`src/rtl/fifo_rd_ctrl.sv`:
```
// rtl/fifo_rd_ctrl.sv - async FIFO read-side controller: write-pointer sync, EMPTY, registered output stage.
// Optional RD_LEVEL occupancy output enabled by defining FIFO_RD_LEVEL_EN.
module fifo_rd_ctrl #(
  parameter int PTR_WD  = 4,
  parameter int DATA_WD = 8,
  parameter int FIFO_DP = 8
) (
  input  logic               R_CLK,
  input  logic               R_RST,
  input  logic [PTR_WD-1:0]  wr_ptr_gray,
  input  logic [DATA_WD-1:0] MEM_RD_DATA,
  input  logic               RD_READY,
  output logic [PTR_WD-2:0]  rd_addr,
  output logic [PTR_WD-1:0]  rd_ptr_gray,
  output logic               EMPTY,
  output logic [DATA_WD-1:0] RD_DATA,
  output logic               RD_VALID
`ifdef FIFO_RD_LEVEL_EN
  ,
  output logic [PTR_WD-1:0]  RD_LEVEL
`endif
);

  localparam int ADDR_WD = $clog2(FIFO_DP);

  logic [PTR_WD-1:0] wq1;
  logic [PTR_WD-1:0] wq2;
  logic [PTR_WD-1:0] rd_bin;
  logic [PTR_WD-1:0] rd_bin_next;
  logic [PTR_WD-1:0] rd_gray_next;
  logic              pop;

  // A word moves from memory into the output register whenever the register is free or being drained.
  assign pop          = ~EMPTY & (~RD_VALID | RD_READY);
  assign rd_bin_next  = rd_bin + PTR_WD'(pop);
  assign rd_gray_next = rd_bin_next ^ (rd_bin_next >> 1);
  assign rd_addr      = rd_bin[ADDR_WD-1:0];

  always_ff @(posedge R_CLK or negedge R_RST) begin
    if (!R_RST) begin
      wq1 <= '0;
      wq2 <= '0;
    end else begin
      wq1 <= wr_ptr_gray;
      wq2 <= wq1;
    end
  end

  always_ff @(posedge R_CLK or negedge R_RST) begin
    if (!R_RST) begin
      rd_bin      <= '0;
      rd_ptr_gray <= '0;
      EMPTY       <= 1'b1;
    end else begin
      rd_bin      <= rd_bin_next;
      rd_ptr_gray <= rd_gray_next;
      EMPTY       <= (rd_gray_next == wq2);
    end
  end

  always_ff @(posedge R_CLK or negedge R_RST) begin
    if (!R_RST) begin
      RD_DATA  <= '0;
      RD_VALID <= 1'b0;
    end else if (pop) begin
      RD_DATA  <= MEM_RD_DATA;
      RD_VALID <= 1'b1;
    end else if (RD_VALID && RD_READY) begin
      RD_VALID <= 1'b0;
    end
  end

`ifdef FIFO_RD_LEVEL_EN
  function automatic logic [PTR_WD-1:0] gray2bin(input logic [PTR_WD-1:0] g);
    logic [PTR_WD-1:0] b;
    b[PTR_WD-1] = g[PTR_WD-1];
    for (int i = PTR_WD - 2; i >= 0; i--) begin
      b[i] = b[i+1] ^ g[i];
    end
    return b;
  endfunction

  // Occupancy of memory only; the word parked in RD_DATA is not counted.
  always_ff @(posedge R_CLK or negedge R_RST) begin
    if (!R_RST) begin
      RD_LEVEL <= '0;
    end else begin
      RD_LEVEL <= gray2bin(wq2) - rd_bin_next;
    end
  end
`endif

endmodule

```
`config.mk`:
```
export PLATFORM = sky130hd
export DESIGN_NAME = fifo_rd_ctrl
export DESIGN_NICKNAME = d
export VERILOG_FILES = /design/src/rtl/fifo_rd_ctrl.sv
export SDC_FILE = /design/constraint.sdc
export NUM_CORES = 1
export LEC_CHECK = 0
export BUFFER_PORTS_ARGS = -buffer_cell sky130_fd_sc_hd__buf_2
export CAP_MARGIN = 15
export CORE_ASPECT_RATIO = 0.75
export CORE_MARGIN = 2
export CORE_UTILIZATION = 52
export CTS_CLUSTER_DIAMETER = 150
export DETAILED_ROUTE_END_ITERATION = 12
export MAX_ROUTING_LAYER = met4
export PLACE_DENSITY = 0.81
export SLEW_MARGIN = 20
export SYNTH_ARGS = -nofsm -noshare
export SYNTH_HDL_FRONTEND = slang
export SYNTH_SLANG_ARGS = --single-unit
```
`constraint.sdc`:
```
create_clock -name R_CLK -period 5.9 [get_ports R_CLK]
set_input_delay 0.295 -clock R_CLK [delete_from_list [all_inputs] [get_ports R_CLK]]
set_output_delay 0.295 -clock R_CLK [all_outputs]
set_load 0.1 [all_outputs]
```
---- Word-level counts from Yosys, hierarchy flattened ----
Cells that the tools add are included.
cells by class
  add/subtract/negate cells ............... 1
  equality and inequality tests ........... 1
  muxes and demuxes ....................... 2
  bitwise logic cells ..................... 5
  reductions and logical operators ........ 2
operator list
  operator                    number
  adder 4 x 1 -> 4 bit        1
  == test 4 bit               1
  bitwise XOR 4 x 3 -> 4 bit  1
  2-to-1 mux 1 bit            2
  NOT 1 bit                   2
  nonzero test 2 bit          1
  AND 1 bit                   1
  logical AND 1 bit           1
  bitwise OR 1 bit            1
storage, ports and cells
  register bits after elaboration ......... 26
  output and inout port bits .............. 17
  logic and storage cells ................. 18

---- Logic depth before layout (Yosys ltp) ----
Gate-level depths: netlist of the first run.
  word-level depth ........................ 6
  depth in mapped cells ................... 8
  depth with buffers taken out ............ 8

---- Least setup slack after synthesis of the first run ----
OpenSTA, ideal clock, no wires.
  path type ............................... register -> register
  from .................................... reg RD_VALID
  to ...................................... reg EMPTY
  library setup time ...................... 0.090 ns
  arrival time ............................ 2.539 ns
  data required time ...................... 5.810 ns
  path slack .............................. 3.271 ns
  stages on the path, launching flop included .. 8
  period minus slack after synthesis ...... 2.629 ns
  cell sequence ........................... dfrtp_1 -> a21oi_2 -> ha_1 -> ha_1 -> xor2_2 -> mux2i_1 -> o221ai_2 -> nor4_2
between the ends
  longest elaborated chain between the ends .. 6
RTL lines
  item                        line  source
  start: declaration          17    output logic RD_VALID
  start signal: assignment    64    RD_VALID <= 1'b0;
  start signal: assignment    67    RD_VALID <= 1'b1;
  start signal: assignment    69    RD_VALID <= 1'b0;
  NOT 1 bit                   34    assign pop = ~EMPTY & (~RD_VALID | RD_READY);
  bitwise OR 1 bit            34
  AND 1 bit                   34
  named net pop               31    logic pop;
  adder 4 x 1 -> 4 bit        35    assign rd_bin_next = rd_bin + PTR_WD'(pop);
  bitwise XOR 4 x 3 -> 4 bit  36    assign rd_gray_next = rd_bin_next ^ (rd_bin_next >> 1);
  == test 4 bit               57    EMPTY <= (rd_gray_next == wq2);
  end signal: assignment      57
  end: declaration            15    output logic EMPTY,
The timed path passes the listed nets, and every way through them passes these cells.
A chain may end at the register's enable or synchronous reset.

---- Worst setup path in the final report of the first run ----
Ends and elaborated chain as after synthesis.

==> metrics.md, run 1 <==
| Metric | Value |
|---|---|
| Most frequent cells in the layout | `buf_2 (31), dfrtp_1 (24), mux2_2 (8)` |
| CP top delay family | `adder cells` |
| RePlAce Congestion | `0.799` |
| Crit path max fanout | `9` |
| Post-CTS sizing | `0` |
| Core footprint | `0.00177 mm²` |
| DRC viols | `0` |
| Overall routing resource usage | `16.8%` |
| Largest net degree at the start of global routing | `26` |
| Avg Cell Area, Syn | `15.3 µm²` |
| Initial antenna violation count | `0` |
| Wire length of the first global-routing pass | `between 2000 and 3000 µm` |
| First drt pass iteration count | `4` |
| I/O Buffers | `31` |
| Fmax | `418 MHz` |
| Die width | `54.4 µm` |
| Crit path launch type | `flip-flop` |
| Hold crit path type | `input pin to flip-flop` |
| Slew at the pin closest to its max-slew limit | `0.518 ns` |
| Outcome | `finished clean` |
| Crit path largest cell delay | `0.44 ns` |
| Via count | `601` |
| Post-route setup TNS | `0 ns` |
| Final setup violation count | `0` |
| WS Path Type | `flip-flop to flip-flop` |
| DP Cell Count | `117` |
| Final worst-path cycle share | `around two fifths` |
| DR WL/cell | `~12 µm` |
| Initial Utilization | `56.0%` |
| Final ANT Viol Nets | `0` |
| CTS tree | `yes` |
| GRT overflow | `0` |
| Slowest cell on crit path | `a21oi_2` |
| Number of global-route vias before repair | `575` |
| Post-Layout Cell Count | `122` |
| RSZ-0062 raised after global routing | `no` |
| Die span in y | `~42 µm` |
| Syn. warnings | `0` |
| CP Cell Sequence | `a21oi_2 -> ha_1 -> ha_1 -> xor2_2 -> mux2i_1 -> o221ai_2 -> nor4_2` |
| Most Frequent Cell on Critical Path | `ha_1` |
| Synthesized flop and latch total | `25` |
| CTS max path bufs | `2` |
| Ports | `32` |
| Starting DRC count in detailed routing | `3` |
| Post-synth net total | `82` |
| Post-synthesis cell area | `about 990 µm²` |
| Setup Skew | `between 0.001 and 0.0015 ns` |
| Rows | `13` |
| Share of cells above drive strength 1 | `50.0%` |
| Via density | `~4.9` |
| Num CTS Buffers | `3` |
| Clock transition at the registers of the reported paths | `0.14 ns` |
| Ant diodes | `0` |
| Cell count after synthesis | `65` |
| Overall routed net length | `~1500 µm` |
| TritonCTS sink count | `25` |
| Post-synth cell types | `23` |
| Clock Tree Root | `clkbuf_4` |
| Layout fillers | `about 130` |
| DPL Wire Length | `1170 µm` |
| WP data required | `~6.1 ns` |
| Crit. End Element | `flip-flop` |
| Final hold violation count | `0` |
| Htree depth | `1` |
| Final min period | `2.39 ns` |
| Leading cell type in the layout, fill and taps excluded | `buf_2` |
| Max-Cap Viols | `0` |
| Worst Path Arrival | `roughly 2.6 ns` |
| Fin. max-slew vios | `0` |
| Die area | `~0.0023 mm²` |
| Clk_lat worst skew | `0.32 ns` |
| Setup Buffers After CTS | `0` |
| Fin nets | `118` |
| Slew margin rel. | `65.4%` |
| Sequential-to-total area share from yosys stat | `around 63%` |
| Area delta synth->final | `21.4%` |
| Buffers & Inverters on Critical Path | `0` |
cells in the mapped netlist (all sizes together):
cell type / number / area (µm²)
a21oi: 2 / 13.8
mux2: 8 / 90.1
mux2i: 1 / 10.0
o221ai: 1 / 15.0
ha: 2 / 25.0
a31oi: 1 / 6.26
nor4: 1 / 12.5
a211oi: 1 / 12.5
or3: 1 / 6.26
a21boi: 1 / 7.51
xor2: 4 / 42.6
dfstp: 1 / 26.3
nand2: 1 / 3.75
buf: 1 / 11.3
nand3: 1 / 5.00
xnor3: 1 / 22.5
xnor2: 6 / 52.6
dfrtp: 24 / 601
o21ai: 2 / 10.0
inv: 5 / 18.8
metal layers:
layer	wire length, µm	vias to the layer above	part of all wire (%)	GRT usage, %
li1	-	291	-	-
met1	675	284	44	21.0
met2	726	24	48	24.1
met3	106	2	7.0	7.55
met4	12	0	0.79	6.00
met5	0	-	0	-
state kept, by name, summed over array words and instances (netlist names):
name and cells:
RD_VALID 1, RD_DATA 8, wq2 4, rd_ptr_gray 3
rd_bin 4, wq1 4, EMPTY 1
metrics by stage:
step                utilization (%)  setup slack, ns  area (µm²)  hold slack, ns
CTS                            68.0             3.48        1200          0.0464
finish                         68.0             3.51        1200          0.0619
global route                   68.0             3.32        1200          0.0286
global placement               65.6             3.60        1160           0.305
detailed placement             65.6             3.50        1160           0.304
floorplan                         -             3.27         992       -0.000591
worst paths after layout:
kind,from,endpoint,slack [ns],cells past startpoint
max,RD_VALID,EMPTY,3.51,7
min,wr_ptr_gray[3],wq1[3],0.06,1
max reg2reg,RD_VALID,EMPTY,3.51,7
min reg2reg,wq1[3],wq2[3],0.37,0
max in group asynchronous,R_RST,EMPTY,5.08,2
min in group asynchronous,R_RST,rd_ptr_gray[1],0.45,2
worst reg2reg max path, cell delays in order, from the launching register on:
cell and delay (ns):
dfrtp_1 0.43, a21oi_2 0.44, ha_1 0.31, ha_1 0.29, xor2_2 0.24, mux2i_1 0.25
o221ai_2 0.12, nor4_2 0.23
cell families (layout without fill, tap and decap cells):
group	after synthesis	after routing	share of synthesized area (%)
fa+ha+maj	2	2	2.52
simple gates	4	4	2.77
compound gates	8	8	6.56
buf+inv	6	41	3.03
flops	25	25	63.2
mux	9	9	10.1
xor+xnor	11	11	11.9
layout make-up:
type                            count  area, µm²  share of cell area [%]
Timing Repair Buffer               32        165                    13.7
Multi-Input combinational cell     34        335                    27.8
Inverter                            5       18.8                    1.56
Clock buffer                        3       22.5                    1.87
Clock inverter                      1       8.76                   0.727
Tap cell                           22       27.5                    2.28
Sequential cell                    25        627                    52.0
timing repair:
item / CTS / global route
endpoints found under the setup margin: 0 / 0
hold buffers: 1 / 0
endpoints found under the hold margin: 24 / 0
Power of run 1 is left out: the tool's default activity adds up to more than one toggle a clock period on the data nets, which glitch-free logic cannot reach.
==> run 2, diff against run 1 <==
Settings changed: ABC_AREA from default to 1, CORE_UTILIZATION 52 to 43, PLACE_DENSITY 0.81 to 0.72.
Clock period 5.9 ns to 2.1 ns, I/O delays scaled along.
==> run 2 against run 1 <==
Net effect:
- the run now ends with DRC left
- global-route usage decreased by 1.9 points
- area after synthesis decreased by 2.1%
- clock skew about the same
- critical path depth increased by 2
- die area increased by 17%
- final cell count increased by 38%
- register-to-register slack got worse by 3.3 ns
- count of clock-buffer cells in the layout unchanged
- non-clock buffer count increased by 11
==> metrics.md, run 2 <==
| Metric | Value |
|---|---|
| Outcome | `finished, violations left` |
| Failing checks | `DRC` |
| Setup Buffers After CTS | `0` |
| I/O Buffers | `31` |
| Synth Flop Type | `dfrtp_1` |
| Slew at the pin closest to its max-slew limit | `0.525 ns` |
| Top-count cell post-synth | `nand2_1` |
| Initial Utilization | `47.0%` |
| Num CTS Buffers | `3` |
| Die span in y | `45.2 µm` |
| Post-synth cell types | `13` |
| GRT overflow | `0` |
| Max-Cap Viols | `0` |
| Initial antenna violation count | `0` |
| Htree depth | `1` |
| Fin nets | `162` |
| Synth cell count leaders | `nand2_1 (40), dfrtp_1 (24), inv_1 (9)` |
| Final min period | `between 1.5 and 2 ns` |
| Post-synth EDFFs | `0` |
| Avg Cell Area, Syn | `10.0 µm²` |
| Via density | `4.49` |
| Final hold violation count | `0` |
| DPL Wire Length | `about 1200 µm` |
| Slowest cell on crit path | `dfstp_4` |
| Synth area leader | `dfrtp_1` |
| Fmax | `524 MHz` |
| Clock Tree Root | `clkbuf_4` |
| Post-route setup TNS | `0 ns` |
| Wire length of the first global-routing pass | `2800 µm` |
| Worst Path Arrival | `2.16 ns` |
| Final ANT Viol Nets | `0` |
| Number of global-route vias before repair | `681` |
| Leading cell type in the layout, fill and taps excluded | `nand2_1` |
| Crit path largest cell delay | `0.50 ns` |
| Overall routed net length | `1730 µm` |
| WP data required | `about 2.4 ns` |
| Most frequent cells in the layout | `nand2_1 (40), buf_2 (31), dfrtp_1 (23)` |
| Die area | `0.00266 mm²` |
| Fin. max-slew vios | `0` |
| Ant diodes | `0` |
| Post-synthesis cell area | `971 µm²` |
| Layout fillers | `around 180` |
| Top cell type's share of synthesized area | `61.9%` |
| DR WL/cell | `between 10 and 15 µm` |
| First drt pass iteration count | `8` |
| Slew margin rel. | `65.0%` |
| Share of cells above drive strength 1 | `30.6%` |
| Max reg flops | `8` |
| Most Frequent Cell on Critical Path | `nand2_1` |
| Final setup violation count | `0` |
| RePlAce Congestion | `approximately 0.85` |
| Area delta synth->final | `35.1%` |
| Hold crit path type | `input pin to flip-flop` |
| Synthesized flop and latch total | `25` |
| Crit path launch type | `flip-flop` |
| Crit. End Element | `flip-flop` |
| CP Cell Sequence | `a21oi_4 -> ha_2 -> ha_1 -> xor2_1 -> nand2_1 -> nand2_1 -> nor2_1 -> nand2_1 -> nor2_1` |
| WS Path Type | `flip-flop to flip-flop` |
| Cell count after synthesis | `between 90 and 100` |
| CTS tree | `yes` |
| Final worst-path cycle share | `90.9%` |
| Clk_lat worst skew | `0.31 ns` |
| RSZ-0062 raised after global routing | `no` |
| Overall routing resource usage | `~15%` |
| Syn. warnings | `0` |
| Setup Skew | `0.00159 ns` |
| CP top delay family | `adder cells` |
| CTS max path bufs | `2` |
| Post-synth net total | `roughly 110` |
| Post-synth ARST share | `100%` |
| Largest net degree at the start of global routing | `26` |
| DRC viols | `1` |
| Synth top area cells | `dfrtp_1 (62%), nand2_1 (15%), nand3_1 (3.6%)` |
| Buffers & Inverters on Critical Path | `0` |
| TritonCTS sink count | `25` |
| Core footprint | `0.00207 mm²` |
| Sequential-to-total area share from yosys stat | `64.6%` |
| Ports | `32` |
| Crit path max fanout | `10` |
| Die width | `58.9 µm` |
| Via count | `754` |
| Rows | `14` |
| Starting DRC count in detailed routing | `34` |
| Largest reg by FF count | `RD_DATA` |
| Clock transition at the registers of the reported paths | `0.12 ns` |
run 2: worst paths after layout:
kind / end / startpoint / cells past startpoint / slack [ns]
setup / recovery: EMPTY / EMPTY / 9 / 0.19
hold / removal: RD_DATA[6] / MEM_RD_DATA[6] / 3 / 0.007
setup reg to reg: EMPTY / EMPTY / 9 / 0.19
hold reg to reg: wq2[2] / wq1[2] / 0 / 0.36
max in group asynchronous: RD_VALID / R_RST / 2 / 1.43
min in group asynchronous: wq1[3] / R_RST / 2 / 0.29
run 2: metrics by stage:
stage	hold WS (ns)	cell area, µm²	cells	worst slack, ns	utilization [%]
finish	0.00747	1310	168	0.192	63.4
detailed placement	0.118	1160	152	0.190	56.2
global placement	0.114	1160	152	0.236	56.2
global route	0.0147	1310	168	0.0131	63.4
CTS	0.00382	1310	168	0.153	63.3
floorplan	-0.191	976	97	0.0233	-
run 2: logic make-up (layout without fill, tap and decap cells):
family / after synthesis / count (layout) / share of synthesized area (%)
AOI/OAI and AO/OA: 1 / 1 / 1.68
xor gates and xnor gates: 2 / 2 / 1.80
adders and majority gates: 2 / 2 / 2.58
buffers and inverters: 9 / 56 / 3.48
DFF: 25 / 25 / 64.6
and+or+nand+nor: 58 / 58 / 25.9
run 2: per-layer routing:
layer	vias up	wire (µm)	track usage, %
met5	-	0	-
met4	0	10	4.09
met3	2	85	5.16
met2	15	852	24.0
met1	340	776	18.1
li1	397	-	-
run 2: cell type report:
cell class,count,area (µm²),share of cell area [%]
sequential,25,632,48.2
timing repair buffer,43,275,21.0
multi-input combinational,63,313,23.9
clock inverter,1,5.00,0.382
clock buffer,3,22.5,1.72
inverter,9,33.8,2.58
tap,24,30.0,2.29
run 2: tightest hold or removal path, cell delays in order:
cell and delay (ns):
buf_2 0.08, nand2_1 0.04, nand2_1 0.06
run 2: repair_timing:
action | CTS | global route
endpoints found under the hold margin | 35 | 0
hold buffers | 12 | 0
endpoints found under the setup margin | 0 | 1
resized for setup | 0 | 1
Power of run 2 is left out for the same reason.
==> run 3, diff against run 2 <==
Settings changed: ABC_AREA 1 to default, MAX_ROUTING_LAYER met4 to default.
==> run 3 against run 2 <==
Net effect:
- the flow now finishes without violations
- worst hold slack gained 0.014 ns
- routed wire length grew 0.87%
- largest cell class unchanged
- critical path depth shrank 3
- worst setup slack got worse by 0.077 ns
- core utilization shrank 0.58 points
==> metrics.md, run 3 (same netlist as run 1, synthesis figures left out) <==
| Metric | Value |
|---|---|
| CTS max path bufs | `2` |
| Rows | `15` |
| Htree depth | `1` |
| Final ANT Viol Nets | `0` |
| Share of cells above drive strength 1 | `50.4%` |
| CP Cell Sequence | `a21oi_4 -> ha_4 -> ha_4 -> xnor2_2 -> xnor3_1 -> nor4_2` |
| Largest net degree at the start of global routing | `26` |
| Fmax | `504 MHz` |
| CP top delay family | `flip-flops` |
| Setup Buffers After CTS | `0` |
| GRT overflow | `0` |
| Final Util | `62.9%` |
| Via count | `~640` |
| CTS tree | `yes` |
| Die width | `59.5 µm` |
| Initial Utilization | `44.4%` |
| Slew at the pin closest to its max-slew limit | `0.537 ns` |
| Overall routing resource usage | `15.7%` |
| Final hold violation count | `0` |
| Buffers & Inverters on Critical Path | `0` |
| Ant diodes | `0` |
| TritonCTS sink count | `25` |
| First drt pass iteration count | `6` |
| Via density | `4.60` |
| Clock transition at the registers of the reported paths | `0.13 ns` |
| Wire length of the first global-routing pass | `2910 µm` |
| Initial antenna violation count | `0` |
| Leading cell type in the layout, fill and taps excluded | `buf_2` |
| Area delta synth->final | `41.5%` |
| Max reg flops | `8` |
| Die area | `approximately 0.0027 mm²` |
| RePlAce Congestion | `~0.87` |
| Starting DRC count in detailed routing | `13` |
| Crit path largest cell delay | `0.66 ns` |
| Overall routed net length | `1740 µm` |
| DRC viols | `0` |
| Crit path max fanout | `4` |
| WP data required | `2.33 ns` |
| Max-Cap Viols | `0` |
| Ports | `32` |
| Slowest cell on crit path | `dfstp_4` |
| Post-route setup TNS | `0 ns` |
| Slew margin rel. | `64.2%` |
| Most frequent cells in the layout | `buf_2 (31), dfrtp_1 (22), dlygate4sd3_1 (13)` |
| Outcome | `finished clean` |
| Most Frequent Cell on Critical Path | `ha_4` |
| RSZ-0062 raised after global routing | `no` |
| Number of global-route vias before repair | `637` |
| Largest reg by FF count | `RD_DATA` |
| Core footprint | `0.00223 mm²` |
| Die span in y | `45.6 µm` |
| Final setup violation count | `0` |
| Clock Tree Root | `clkbuf_4` |
| Clk_lat worst skew | `0.32 ns` |
| Crit path launch type | `flip-flop` |
| I/O Buffers | `31` |
| WS Path Type | `flip-flop to flip-flop` |
| Setup Skew | `between 0.008 and 0.009 ns` |
| DR WL/cell | `12.6 µm` |
| DPL Wire Length | `1240 µm` |
| Hold crit path type | `input pin to flip-flop` |
| Final worst-path cycle share | `between 90% and 100%` |
| Fin nets | `about 130` |
| Final min period | `1.99 ns` |
| Fin. max-slew vios | `0` |
| Num CTS Buffers | `3` |
| Worst Path Arrival | `roughly 2.2 ns` |
| Crit. End Element | `flip-flop` |
| Layout fillers | `about 170` |
## run 3: cell types whose count changed in the layout (fill, tap and decap cells not counted), sizes merged, moves of 2 or more
cell and delta:
nand2 -44, mux2 +8, nand3 -6, xnor2 +5
inv -3, xor2 +3, nand3b -2, nand4 -2
nor2 -2, o21ai +2
## run 3: cell type report
type                            count  area, µm²  area share, %
Sequential cell                    25        636           45.3
Timing Repair Buffer               45        293           20.9
Inverter                            5       18.8           1.34
Clock inverter                      1       8.76          0.624
Tap cell                           25       31.3           2.23
Multi-Input combinational cell     34        394           28.1
Clock buffer                        3       22.5           1.60
## run 3: worst paths after layout
check | cells past startpoint | start | to | slack (ns)
min in group asynchronous | 2 | R_RST | RD_DATA[1] | 0.27
hold / removal | 2 | MEM_RD_DATA[6] | RD_DATA[6] | 0.02
max in group asynchronous | 2 | R_RST | RD_VALID | 1.41
setup reg to reg | 6 | EMPTY | EMPTY | 0.11
hold reg to reg | 0 | wq1[0] | wq2[0] | 0.37
setup / recovery | 6 | EMPTY | EMPTY | 0.11
## run 3: worst reg2reg max path: cells and delay by family, from the launching register on
family | cells | cell delay, ns
AND/OR/NAND/NOR | 1 | 0.27
AO/OA/AOI/OAI | 1 | 0.04
flip-flops | 1 | 0.66
XOR/XNOR | 2 | 0.56
adder cells (fa/ha/maj) | 2 | 0.36
## run 3: per-stage QoR
stage / setup slack (ns) / hold WS, ns / std cells / instance area (µm²)
2_1_floorplan: 0.00217 / -0.191 / 65 / 1040
3_3_place_gp: 0.222 / 0.115 / 121 / 1230
3_5_place_dp: 0.0716 / 0.118 / 121 / 1230
4_1_cts: 0.0354 / 0.0166 / 138 / 1390
5_1_grt: 0.0305 / 0.00938 / 138 / 1400
6_report: 0.114 / 0.0218 / 138 / 1400
## run 3: repair_timing
item | 4_1_cts | 5_1_grt
gates resized for setup | 0 | 2
endpoints found under the hold margin | 36 | 0
endpoints found under the setup margin | 0 | 1
hold buffers | 13 | 0
## run 3: per-layer routing
layer  share of wire, %  track usage (%)  wire (µm)  vias to the layer above
met1                 42             18.2        737                      296
met2                 51             27.5        890                       22
met3                5.6             6.82         97                        2
li1                   -                -          -                      315
met4               0.86             2.73         15                        0
met5                  0                0          0                        -
Power of run 3 is left out for the same reason.
